[config.mk]
export PLATFORM = sky130hd
export DESIGN_NAME = clock_mode_ctrl
export DESIGN_NICKNAME = d
export VERILOG_FILES = /design/src/rtl/clock_mode_ctrl.sv
export SDC_FILE = /design/constraint.sdc
export NUM_CORES = 1
export LEC_CHECK = 0
export CAP_MARGIN = 30
export CORE_MARGIN = 10
export CORE_UTILIZATION = 35
export CTS_CLUSTER_SIZE = 10
export DETAILED_ROUTE_END_ITERATION = 7
export DONT_BUFFER_PORTS = 1
export GPL_ROUTABILITY_DRIVEN = 0
export PLACE_DENSITY = 0.54
export SYNTH_ARGS = -nofsm -noshare
export SYNTH_HDL_FRONTEND = slang
export SYNTH_SLANG_ARGS = --single-unit
[constraint.sdc]
create_clock -name clk -period 1.7 [get_ports clk]
set_input_delay 0.34 -clock clk [delete_from_list [all_inputs] [get_ports clk]]
set_output_delay 0.34 -clock clk [all_outputs]
set_load 0.02 [all_outputs]
[src/rtl/clock_mode_ctrl.sv]
// Mode/edit sequencer for the multimodal digital clock: button edges -> mode, edit field, strobes, blink.
// Optional inc auto-repeat is compiled in with `define CLOCK_MODE_CTRL_AUTO_REPEAT_EN.
module clock_mode_ctrl #(
  parameter int unsigned TIMEOUT_S    = 10,
  parameter int unsigned REPEAT_DELAY = 25000000,
  parameter int unsigned REPEAT_RATE  = 5000000
) (
  input  logic       clk,
  input  logic       reset,
  input  logic       tick_1hz,
  input  logic       btn_mode,
  input  logic       btn_set,
  input  logic       btn_inc,
  output logic [1:0] mode,
  output logic       edit,
  output logic [1:0] field,
  output logic       inc_pulse,
  output logic       commit,
  output logic       sw_toggle,
  output logic       blink,
  output logic       ap_en
);

  typedef enum logic [1:0] {
    S_RUN      = 2'b00,
    S_EDIT_HR  = 2'b01,
    S_EDIT_MIN = 2'b10
  } state_e;

  localparam logic [7:0] TMO_LIMIT = 8'(TIMEOUT_S);

  state_e     state_q, state_d;
  logic [2:0] prev_q, prev_d;   // {inc, set, mode}
  logic [1:0] mode_q, mode_d;
  logic [7:0] tmo_q, tmo_d;
  logic       blink_q, blink_d;
  logic       inc_pulse_q, inc_pulse_d;
  logic       commit_q, commit_d;
  logic       sw_toggle_q, sw_toggle_d;

  logic press_mode, press_set, press_inc;
  logic in_edit, timed_out, rpt_fire;

  assign prev_d     = {btn_inc, btn_set, btn_mode};
  assign press_mode = btn_mode & ~prev_q[0];
  assign press_set  = btn_set  & ~prev_q[1];
  assign press_inc  = btn_inc  & ~prev_q[2];

  assign in_edit   = (state_q != S_RUN);
  assign timed_out = in_edit && (tmo_q >= TMO_LIMIT);

`ifdef CLOCK_MODE_CTRL_AUTO_REPEAT_EN
  localparam int unsigned RPT_MAX = (REPEAT_DELAY > REPEAT_RATE) ? REPEAT_DELAY : REPEAT_RATE;
  localparam int unsigned RPT_W   = $clog2(RPT_MAX + 1);

  logic [RPT_W-1:0] rpt_q, rpt_d;

  // Down-counter: 0 = idle; fires when it reaches 1, then reloads the repeat period.
  always_comb begin
    rpt_d    = '0;
    rpt_fire = 1'b0;
    if (in_edit && !timed_out && !press_set) begin
      if (press_inc) begin
        rpt_d = RPT_W'(REPEAT_DELAY - 1);
      end else if (btn_inc && (rpt_q != '0)) begin
        if (rpt_q == RPT_W'(1)) begin
          rpt_fire = 1'b1;
          rpt_d    = RPT_W'(REPEAT_RATE);
        end else begin
          rpt_d = rpt_q - RPT_W'(1);
        end
      end
    end
  end

  always_ff @(posedge clk) begin
    if (!reset) rpt_q <= '0;
    else        rpt_q <= rpt_d;
  end
`else
  logic unused_rpt_cfg;
  assign unused_rpt_cfg = (REPEAT_DELAY != 0) ^ (REPEAT_RATE != 0);
  assign rpt_fire       = 1'b0;
`endif

  always_ff @(posedge clk) begin
    if (!reset) begin
      state_q     <= S_RUN;
      prev_q      <= '1;
      mode_q      <= 2'b00;
      tmo_q       <= '0;
      blink_q     <= 1'b0;
      inc_pulse_q <= 1'b0;
      commit_q    <= 1'b0;
      sw_toggle_q <= 1'b0;
    end else begin
      state_q     <= state_d;
      prev_q      <= prev_d;
      mode_q      <= mode_d;
      tmo_q       <= tmo_d;
      blink_q     <= blink_d;
      inc_pulse_q <= inc_pulse_d;
      commit_q    <= commit_d;
      sw_toggle_q <= sw_toggle_d;
    end
  end

  // Timeout abort outranks any press seen in the same cycle.
  always_comb begin
    state_d = state_q;
    case (state_q)
      S_RUN:      if (press_set && !mode_q[1]) state_d = S_EDIT_HR;
      S_EDIT_HR:  if (timed_out)               state_d = S_RUN;
                  else if (press_set)          state_d = S_EDIT_MIN;
      S_EDIT_MIN: if (timed_out || press_set)  state_d = S_RUN;
      default:                                 state_d = S_RUN;
    endcase
  end

  always_comb begin
    mode_d      = mode_q;
    inc_pulse_d = 1'b0;
    commit_d    = 1'b0;
    sw_toggle_d = 1'b0;
    blink_d     = 1'b0;
    tmo_d       = '0;
    if (state_q == S_RUN) begin
      if (press_set)       sw_toggle_d = mode_q[1];
      else if (press_mode) mode_d      = mode_q + 2'd1;
    end else if (!timed_out) begin
      inc_pulse_d = !press_set && (press_inc || rpt_fire);
      commit_d    = press_set && (state_q == S_EDIT_MIN);
      blink_d     = (state_d != S_RUN) && (blink_q ^ tick_1hz);
      if (press_mode || press_set || press_inc || rpt_fire) tmo_d = '0;
      else if (tick_1hz && (tmo_q != 8'hFF))                tmo_d = tmo_q + 8'd1;
      else                                                  tmo_d = tmo_q;
    end
  end

  assign mode      = mode_q;
  assign edit      = in_edit;
  assign field     = (state_q == S_EDIT_HR)  ? 2'b00 :
                     (state_q == S_EDIT_MIN) ? 2'b01 : 2'b11;
  assign inc_pulse = inc_pulse_q;
  assign commit    = commit_q;
  assign sw_toggle = sw_toggle_q;
  assign blink     = blink_q;
  assign ap_en     = ~mode_q[1];

endmodule
==> flow_summary.ini, run 1 <==
[global_route]
grt_pass1_vias = 567
antenna_found_initial = 0
grt_start_max_net_pins = 13
grt_remaining_overflow = 0
grt_pass1_wl_um = 2691
grtUsageTotal = 0.07491

[setup_path]
worst-setup-path-type = reg2out
endpoint_kind = output port
cp.required_ps = 1360
path_max_fanout = 6
arrival_ps = 1220
start_kind = register

[sta]
period_needed_ps = 1558
rsz0062_at_grt = no
finalSetupViolations = 0
whs_ps = 96.51
fmax_mhz = 641.9
hold_viol = 0
final.setup.tns_ps = 0
period_share = 0.9164
finalClockSkew_ps = 5.010
drv_slew = 0

[cts]
cts_resized = 0
htree_levels = 1
post_cts_buffers = 0
cts.sinks = 19
path_clk_slew_ps = 110
ctsLongestPathBuffers = 2
cts_root_buf = clkbuf_4
clock_latency_ps = 310
ctsHoldBuffers = 0
cts_tree = yes
numCtsBuffers = 3

[detailed_routing]
post_drt_wl_per_cell_um = 13.44
wl_um = 1559
via_per_inst = 4.776
drc = 0
drt-met1-wl_um = 748
wl_met3_um = 163
num_vias = 554
first_pass_iters = 4
routed.top_layer = met3
dr_wl_met2_um = 647
final_antenna_net_count = 0
drtIter0Drc = 21

[floorplan]
row_count = 17
io_pins = 16
die-area_um2 = 4718
start_util = 0.3714
die_h_um = 68.69
core_area_um2 = 2233
fp.dieW_um = 68.69

[pwr]
vdd_drop_max_v = 0.0006131
total_power_uw = 756.8
power_leakage_nw = 0.3567
powerDensity_nw_per_um2 = 829.7

[layout]
area_delta_synth_final_pct = 9.955
n_fill_cell = 232
insertedDiodeCount = 0
final_net_count = 101
final_common_cell = dfxtp_1
layout-drive-gt1-share = 0.1818
layout_common_cells = dfxtp_1 (16), inv_1 (8), nor2_1 (5), ha_1 (5)

[logic_synthesis]
ys_seq_area_frac = 0.4585
yosysWarnings = 0
avgSynthCellArea_um2 = 10.24
synth-seq-cells = 19
synthCells = 81
netlist_area_um2 = 829.5
synth_cell_types = 33

[worst_hold_path]
hold_path_class = in2reg

[flow_run]
cap_viol_max_count = 0

[placed_design]
hpwl_um = 1250
port_buffers = 0

[outcome]
status = complete, no violations
final cells by class:
type                            count  area (µm²)  area share
Clock buffer                        3       22.52     0.02469
Clock inverter                      1       7.507    0.008230
Inverter                            8       30.03     0.03292
Multi-Input combinational cell     56       425.4      0.4664
Sequential cell                    19       384.1      0.4211
Tap cell                           28       35.03     0.03841
Timing Repair Buffer                1       7.507    0.008230
flip-flops by register name, summed over array words and instances (netlist names):
name / flops
blink: 1
commit: 1
inc_pulse: 1
mode: 2
prev_q: 3
state_q: 2
sw_toggle: 1
tmo_q: 8
Yosys cell counts:
cell	count	area share
a21bo_2	1	0.012
and4_1	1	0.011
and3_1	1	0.0075
o31ai_2	1	0.015
a211oi_1	1	0.0091
nand3_2	1	0.012
nand3b_1	1	0.0091
inv_1	8	0.036
a21oi_1	2	0.012
nand4_1	2	0.015
and4_2	1	0.012
o21ai_0	2	0.012
nand2_1	2	0.0091
and2_1	2	0.015
nand3_1	3	0.018
o211ai_1	1	0.0091
nor4_2	1	0.015
buf_4	1	0.0091
a211oi_2	1	0.015
dfxtp_1	19	0.46
o21a_1	1	0.0091
nor2b_1	1	0.0075
a41oi_1	1	0.011
and2b_1	1	0.0091
nand2b_1	4	0.030
a221oi_2	1	0.018
o2bb2ai_1	1	0.011
nor2_1	5	0.023
ha_1	6	0.090
o211a_1	1	0.012
xnor2_1	4	0.042
and3b_1	2	0.021
conb_1	1	0.0045
critical path, stage by stage (launching register included):
cell and delay (ps):
dfxtp_2 360, inv_1 90, ha_2 240, inv_1 70
buf_4 160
final timing paths:
check | startpoint | endpoint | slack, ps | depth (start not counted)
setup / recovery | state_q[0] | edit | 140 | 4
hold / removal | reset | prev_q[0] | 100 | 1
setup reg to reg | tmo_q[0] | state_q[1] | 190 | 6
hold reg to reg | tmo_q[3] | tmo_q[3] | 550 | 2
per-stage QoR:
stage,std cells,area [µm²],setup WS [ps],utilization
2_1_floorplan,84,840.8,240.1,-
3_3_place_gp,112,875.8,217.0,0.3922
3_5_place_dp,112,875.8,170.1,0.3922
4_1_cts,116,905.9,26.38,0.4056
5_1_grt,116,912.1,40.61,0.4084
6_report,116,912.1,142.0,0.4084
metal layers:
layer,GRT usage,vias up
li1,-,292
met1,0.09057,248
met2,0.1071,14
met3,0.05153,0
met4,0.01508,0
met5,0,-
power breakdown:
part | internal [mW] | leakage [nW] | switching, mW
combinational | 0.0202 | 0.186 | 0.0295
sequential | 0.458 | 0.157 | 0.0102
clock | 0.0898 | 0.0139 | 0.150
kinds of logic (layout without fill, tap and decap cells):
family                     after synthesis  in the layout  synth area share
and+or+nand+nor                         28             28            0.2142
DFF                                     19             19            0.4585
AOI/OAI and AO/OA                       14             14            0.1448
buffers and inverters                    9             13           0.04525
adders and majority gates                6              6           0.09050
xor gates and xnor gates                 4              4           0.04223
other                                    1              4          0.004521
Power figures use the tool's default switching activity.
==> inputs of run 2 (changes only) <==
--- a/config.mk
+++ b/config.mk
@@ -12,7 +12,7 @@
 export DETAILED_ROUTE_END_ITERATION = 7
 export DONT_BUFFER_PORTS = 1
 export GPL_ROUTABILITY_DRIVEN = 0
-export PLACE_DENSITY = 0.54
+export REMOVE_ABC_BUFFERS = 1
 export SYNTH_ARGS = -nofsm -noshare
 export SYNTH_HDL_FRONTEND = slang
 export SYNTH_SLANG_ARGS = --single-unit
==> run 2 against run 1 <==
Against the previous run:
- sequential cell count is the same
- wire length fell by 0.32%
- sequential power is essentially flat
- count of clock-buffer cells in the layout stayed put
- cell area increased by 0.69%
- final cell count rose by 0.86%
- hold slack worse by 9.6 ps
- first-iteration DRC count decreased by 67%
- setup slack worse by 5.2 ps
- largest power group unchanged
==> flow_summary.ini, run 2 (synthesized netlist as in run 1, its figures left out) <==
[sta]
finalSetupViolations = 0
rsz0062_at_grt = no
period_needed_ps = 1563
fmax_mhz = 639.7
final.setup.tns_ps = 0
period_share = 0.9195
hold_viol = 0
finalClockSkew_ps = 4.505
drv_slew = 0

[pwr]
internal_power_uw = 568.0
total_power_uw = 762.0
vdd_drop_max_v = 0.0003843
p_sw_uw = 194.1
powerDensity_nw_per_um2 = 829.7
clkPwrFrac = 0.321
pwr-share-comb = 0.065
seq_power_share = 0.613
power_leakage_nw = 0.3616
swShare = 0.2547

[layout]
utilization = 0.4112
area_delta_synth_final_pct = 10.71
layout-drive-gt1-share = 0.1798
reg.largest.list = tmo_q: 8 flops, prev_q: 3 flops
n_fill_cell = 230
largest_reg_flops = 8
final_common_cell = dfxtp_1
multiInputGateArea_um2 = 425.4
fin_cells = 117
insertedDiodeCount = 0
ff_latch_area_um2 = 382.9
final_net_count = 102
max_flop_register = tmo_q
layout_common_cells = dfxtp_1 (17), inv_1 (8), nor2_1 (5), ha_1 (5)

[placed_design]
hpwl_um = 1226
port_buffers = 0
dp_cells = 113

[cts]
path_clk_slew_ps = 110
cts_root_buf = clkbuf_4
cts_tree = yes
htree_levels = 1
clock_latency_ps = 310
numCtsBuffers = 3
post_cts_buffers = 0
ctsLongestPathBuffers = 2
cts.sinks = 19

[setup_path]
start_kind = register
worst-setup-path-type = reg2reg
cp.required_ps = 1960
regToRegSetupSlack_ps = 140
endpoint_kind = register
path_max_fanout = 4
arrival_ps = 1820

[outcome]
status = complete, no violations

[detailed_routing]
via_per_inst = 4.906
first_pass_iters = 2
post_drt_wl_per_cell_um = 13.28
num_vias = 574
drtIter0Drc = 7
final_antenna_net_count = 0
wl_um = 1554
drc = 0

[global_route]
grt_pass1_vias = 587
grt_pass1_wl_um = 2725
grt_start_max_net_pins = 13
grt_remaining_overflow = 0
antenna_found_initial = 0
grtUsageTotal = 0.07916

[floorplan]
core_area_um2 = 2233
die-area_um2 = 4718
io_pins = 16
start_util = 0.3714
row_count = 17
fp.dieW_um = 68.69
die_h_um = 68.69

[flow_run]
cap_viol_max_count = 0

[worst_hold_path]
hold_path_class = in2reg
run 2: cell types whose count changed in the layout (fill, tap and decap cells not counted):
| cell | before | now |
|---|---|---|
| dfxtp_2 | 3 | 2 |
| buf_4 | 1 | 2 |
| dfxtp_1 | 16 | 17 |
run 2: layout make-up:
| cell class | instances | share of cell area |
|---|---|---|
| Clock buffer | 3 | 0.02452 |
| Clock inverter | 1 | 0.008174 |
| Inverter | 8 | 0.03270 |
| Multi-Input combinational cell | 56 | 0.4632 |
| Sequential cell | 19 | 0.4169 |
| Tap cell | 28 | 0.03815 |
| Timing Repair Buffer | 2 | 0.01635 |
run 2: repair_timing:
item,4_1_cts,5_1_grt
endpoints found under the setup margin,0,1
hold buffers,0,0
gates resized for setup,0,3
run 2: per-layer routing:
layer / share of wire / GRT usage / routed length [µm] / vias up
met5: 0 / 0 / 0 / -
met4: 0.033 / 0.06030 / 51 / 0
met3: 0.065 / 0.03221 / 101 / 5
met2: 0.43 / 0.1106 / 674 / 12
met1: 0.47 / 0.09427 / 727 / 265
li1: - / - / - / 292
run 2: worst paths after layout:
path                            startpoint          to  cells past startpoint
worst max register to register    tmo_q[0]  state_q[1]                      6
worst min-delay path                 reset   prev_q[2]                      1
worst max-delay path              tmo_q[0]  state_q[1]                      6
worst min register to register   prev_q[2]   inc_pulse                      2
run 2: power by group through the flow:
stage	Sequential [mW]	Combinational (mW)	Clock, mW
2_1_floorplan	0.476	0.0400	0
3_3_place_gp	0.477	0.0490	0
6_report	0.467	0.0498	0.245
4_1_cts	0.467	0.0495	0.252
5_1_grt	0.470	0.0565	0.272
3_5_place_dp	0.477	0.0496	0
run 2: critical path, cell delays in order, from the launching register on:
cell and delay, ps:
dfxtp_1 420, inv_1 60, ha_1 200, o31ai_2 190
nand2_1 120, a221oi_2 330, and3b_1 190
run 2: metrics by stage:
stage               setup slack (ps)  cell area, µm²  hold slack, ps
CTS                            29.26           913.4           84.71
global placement               201.8           883.3           416.2
detailed placement             176.1           883.3           418.1
floorplan                      231.4           833.3           413.0
global route                   33.98           918.4           75.92
finish                         136.9           918.4           86.94
